==> src/rtl/rf_writeback_queue.sv <==
// In-order writeback queue feeding the register file write port, with
// youngest-match forwarding of pending results to the decode read ports.
module rf_writeback_queue #(
    parameter int XLEN  = 64,
    parameter int DEPTH = 4
) (
    input  logic                         clk,
    input  logic                         reset,
    input  logic                         in_valid,
    output logic                         in_ready,
    input  logic [4:0]                   in_idx,
    input  logic [XLEN-1:0]              in_data,
    input  logic                         rf_wr_ready,
    output logic                         rf_wr_en,
    output logic [4:0]                   rf_wr_idx,
    output logic [XLEN-1:0]              rf_wr_data,
    input  logic [4:0]                   fwd_idx1,
    input  logic [4:0]                   fwd_idx2,
    output logic                         fwd_hit1,
    output logic                         fwd_hit2,
    output logic [XLEN-1:0]              fwd_data1,
    output logic [XLEN-1:0]              fwd_data2,
    output logic [$clog2(DEPTH+1)-1:0]   count
);

    localparam int PTR_W = $clog2(DEPTH);
    localparam int CNT_W = $clog2(DEPTH+1);

    logic [4:0]       idx_q  [DEPTH];
    logic [XLEN-1:0]  data_q [DEPTH];
    logic [PTR_W-1:0] head_q, head_d;
    logic [PTR_W-1:0] tail_q, tail_d;
    logic [CNT_W-1:0] count_q, count_d;
    logic             push_s;
    logic             pop_s;
    logic [PTR_W-1:0] fwd_slot_s;
    logic             live_s;
    logic             match1_s;
    logic             match2_s;

    // Handshake, pointer and occupancy next-state; x0 results are accepted but dropped.
    always_comb begin
        pop_s    = (count_q != {CNT_W{1'b0}}) && rf_wr_ready;
        in_ready = (count_q < CNT_W'(DEPTH)) || pop_s;
        push_s   = in_valid && in_ready && (in_idx != 5'd0);
        head_d   = pop_s  ? head_q + PTR_W'(1) : head_q;
        tail_d   = push_s ? tail_q + PTR_W'(1) : tail_q;
        case ({push_s, pop_s})
            2'b10:   count_d = count_q + CNT_W'(1);
            2'b01:   count_d = count_q - CNT_W'(1);
            default: count_d = count_q;
        endcase
    end

    // Queue storage and pointer registers.
    always_ff @(posedge clk or negedge reset) begin
        if (!reset) begin
            for (int i = 0; i < DEPTH; i++) begin
                idx_q[i]  <= 5'd0;
                data_q[i] <= {XLEN{1'b0}};
            end
            head_q  <= {PTR_W{1'b0}};
            tail_q  <= {PTR_W{1'b0}};
            count_q <= {CNT_W{1'b0}};
        end else begin
            head_q  <= head_d;
            tail_q  <= tail_d;
            count_q <= count_d;
            if (push_s) begin
                idx_q[tail_q]  <= in_idx;
                data_q[tail_q] <= in_data;
            end
        end
    end

    // Write port presents the head entry straight from storage, zero when empty.
    always_comb begin
        rf_wr_en   = (count_q != {CNT_W{1'b0}});
        rf_wr_idx  = rf_wr_en ? idx_q[head_q]  : 5'd0;
        rf_wr_data = rf_wr_en ? data_q[head_q] : {XLEN{1'b0}};
        count      = count_q;
    end

    // Forwarding: scan oldest to youngest so the last match (closest to tail) wins.
    always_comb begin
        fwd_hit1   = 1'b0;
        fwd_hit2   = 1'b0;
        fwd_data1  = {XLEN{1'b0}};
        fwd_data2  = {XLEN{1'b0}};
        fwd_slot_s = head_q;
        live_s     = 1'b0;
        match1_s   = 1'b0;
        match2_s   = 1'b0;
        for (int i = 0; i < DEPTH; i++) begin
            fwd_slot_s = head_q + PTR_W'(i);
            live_s     = (CNT_W'(i) < count_q);
            match1_s   = live_s && (fwd_idx1 != 5'd0) && (idx_q[fwd_slot_s] == fwd_idx1);
            match2_s   = live_s && (fwd_idx2 != 5'd0) && (idx_q[fwd_slot_s] == fwd_idx2);
            fwd_hit1   = fwd_hit1 | match1_s;
            fwd_hit2   = fwd_hit2 | match2_s;
            fwd_data1  = match1_s ? data_q[fwd_slot_s] : fwd_data1;
            fwd_data2  = match2_s ? data_q[fwd_slot_s] : fwd_data2;
        end
    end

endmodule

==> config.mk <==
export PLATFORM = sky130hd
export DESIGN_NAME = rf_writeback_queue
export DESIGN_NICKNAME = d
export VERILOG_FILES = /design/src/rtl/rf_writeback_queue.sv
export SDC_FILE = /design/constraint.sdc
export NUM_CORES = 1
export LEC_CHECK = 0
export BUFFER_PORTS_ARGS = -buffer_cell sky130_fd_sc_hd__buf_2
export CAP_MARGIN = 20
export CORE_UTILIZATION = 38
export DETAILED_ROUTE_END_ITERATION = 12
export GPL_TIMING_DRIVEN = 0
export SLEW_MARGIN = 5
export SYNTH_ARGS = -nofsm -noshare
export SYNTH_HDL_FRONTEND = slang
export SYNTH_SLANG_ARGS = --single-unit
==> constraint.sdc <==
create_clock -name clk -period 5.9 [get_ports clk]
set_input_delay 1.475 -clock clk [delete_from_list [all_inputs] [get_ports clk]]
set_output_delay 1.475 -clock clk [all_outputs]
set_load 0.1 [all_outputs]
==> impl_metrics.json <==
{
  "io_pins": 287,
  "end_kind": "output pin",
  "hpwl_um": 85000,
  "drv_slew": 0,
  "ys_seq_area_share_pct": 27.6,
  "fin_util_pct": 47.3,
  "reg2regPathDepth": 9,
  "async_reset_ff_share_pct": 100,
  "clk_pin_slew_worst_paths_ps": 60,
  "required_ps": 4430,
  "synth_cell_type_count": 63,
  "detail_route.wl_per_cell_um": 28.5,
  "floorplan.initialDensity_pct": 38.7,
  "numCtsBuffers": 38,
  "drt_wl_total_um": 117000,
  "setup.worst_path.start_class": "register",
  "clock_path_buffers": 3,
  "dieArea_mm2": 0.0687,
  "syn-cell-area_mm2": 0.0257,
  "insertion_delay_ps": 580,
  "syn_avg_cell_area_um2": 8.89,
  "period_share_pct": 101,
  "drtIter0Drc": 3018,
  "synth_flop_cell": "dfrtp_1",
  "gp_congestion": 0.979,
  "cts_tree": "yes",
  "place_ws_ps": -844,
  "htreeDepth": 2,
  "crit_fanout": 10,
  "grt_max_degree": 112,
  "antenna_found_initial": 8,
  "grt_pass1_vias": 25700,
  "rows": 94,
  "postRouteAntennaNets": 0,
  "max_cap_violations": 0,
  "via_per_inst": 6.47,
  "port-buffer-count": 276,
  "drc_errors": 0,
  "violations": "negative setup slack",
  "grt_setup_unrepaired": "true",
  "nets": 3304,
  "arrival_ps": 4460,
  "grt_pass1_wl_um": 170000,
  "die_w_um": 262,
  "tightest_slew_ps": 1190,
  "syn_inst": 2890,
  "synth_top_area_share_pct": 27.6,
  "clkSinkCount": 283,
  "grtUsageTotal_pct": 33.3,
  "drive_gt1_share_pct": 33.4,
  "fp.dieH_um": 262,
  "relSlewSlack_pct": 20.5,
  "cts-root-buf": "clkbuf_16",
  "status": "finished with violations",
  "finClkSkew_ps": 20.5,
  "synth-edff-count": 0,
  "finalSetupViolations": 4,
  "synth_nets": 2982,
  "hold_buffers": 0,
  "first_pass_iters": 6,
  "hold_viol": 0,
  "whs_path_depth": 1,
  "area_growth_pct": 22.0,
  "fin_crit_ps": 5940,
  "max_freq_mhz": 168,
  "synth_top_area_cell": "dfrtp_1",
  "ys_top_cells_by_area": "dfrtp_1 28%, mux2_2 18%, mux2i_1 9.7%",
  "fin_ws_ps": -38.7,
  "yosys_warnings": 0,
  "worst_hold_slack_ps": 529,
  "synth-seq-cells": 283,
  "grt-ovfl-total": 0,
  "core_mm2": 0.0663,
  "holdCritPathClass": "reg -> reg",
  "path_class": "reg -> out",
  "num_vias": 26600
}
## cell type report
type	count	area, µm²
fill	6591	35000
multi-input combinational	2289	18200
sequential	283	7080
timing repair buffer	283	2020
buffer	306	1540
clock buffer	50	1120
tap	864	1080
clock inverter	19	264
inverter	11	41.3
antenna	5	12.5
## cell families after synthesis
kind of cell	after synthesis	share of synthesized area (%)
and+or+nand+nor	822	14.0
AOI/OAI and AO/OA	737	21.5
muxes	673	29.3
buffers and inverters	318	5.44
DFF	283	27.6
xor gates and xnor gates	48	1.75
adders and majority gates	9	0.438
## worst max-delay path: stages, from the launching register on
cell	delay (ps)
dfrtp_1	340
buf_6	150
buf_12	150
buf_2	280
clkdlybuf4s15_1	760
clkbuf_2	560
clkbuf_1	700
a21oi_1	190
a21oi_1	350
o31ai_4	140
buf_4	250
## synth_stat cells, types with 3 or more instances
master     number
nor2_1        366
dfrtp_1       283
a21oi_1       135
a211oi_1       64
clkbuf_1      153
buf_6           5
ha_1            9
xnor2_1        31
mux4_2         23
o21ai_0        90
nand4_1         5
o22ai_1         4
buf_4          14
o221ai_1      100
o211a_1         3
o31ai_1       135
nor2b_1         7
nand2_1       197
buf_2          73
a2111oi_2      25
mux2_2        400
a22oi_1         7
nor3b_1        21
o22a_1         57
o221ai_2       15
xor2_1         13
or4_1           5
nor3_1        154
nand2b_1       37
inv_1          10
mux2i_1       250
nor4_1          4
o21bai_1       58
buf_1          58
a2bb2oi_1       3
xnor2_2         4
a2111oi_0      32
and2_1          9
## cells in the final DEF (no fill, tap or decap), types with 57 or more instances in the layout
cell type  instances
a21oi_1          135
buf_2            194
buf_4            122
clkbuf_1          95
clkbuf_2          58
dfrtp_1          283
mux2_2           400
mux2i_1          247
nand2_1          197
nor2_1           364
nor3_1           154
o21ai_0           89
o21bai_1          57
o221ai_1          99
o31ai_1           78
## metal layers
layer  track usage (%)  share of wire (%)  up-vias
met1              42.9                 40    13100
met3              8.05                 10      351
li1                  -                  -    11500
met5                 0              0.028        -
met4              16.1                5.0        6
met2              52.1                 45     1626
## path summary, 6_finish.rpt
check / start / endpoint / slack (ps)
worst max register to register: count[2]$_DFFE_PN0P_ / data_q[186]$_DFFE_PN0P_ / 1630
max in group asynchronous: reset / data_q[45]$_DFFE_PN0P_ / 3920
worst min-delay path: data_q[167]$_DFFE_PN0P_ / data_q[167]$_DFFE_PN0P_ / 530
min in group asynchronous: reset / data_q[155]$_DFFE_PN0P_ / 940
worst max-delay path: head_q[0]$_DFFE_PN0P_ / fwd_data2[43] / -40
worst min register to register: data_q[167]$_DFFE_PN0P_ / data_q[167]$_DFFE_PN0P_ / 530
## flip-flops by register name, summed over array words and instances (netlist names)
name / flops
head_q: 2
idx_q: 20
data_q: 256
tail_q: 2
count: 3
## metrics by stage
step	area [µm²]	TNS [ps]	std cells
final	31300	-65.4	4110
after global routing	31300	-45.3	4107
after CTS	31100	0	4104
after detailed placement	29000	-72320	4033
after global placement	28900	-694810	4030
after floorplan	26400	-3700	2890
## timing repair
action | in CTS | in global routing
setup endpoints to repair | 190 | 165
buffers inserted | 3 | 0
pin swaps | 8 | 3
resized for setup | 273 | 99
cloned | 0 | 0
Power is left out: the tool's default activity adds up to more than one toggle a clock period on the data nets, which glitch-free logic cannot reach.
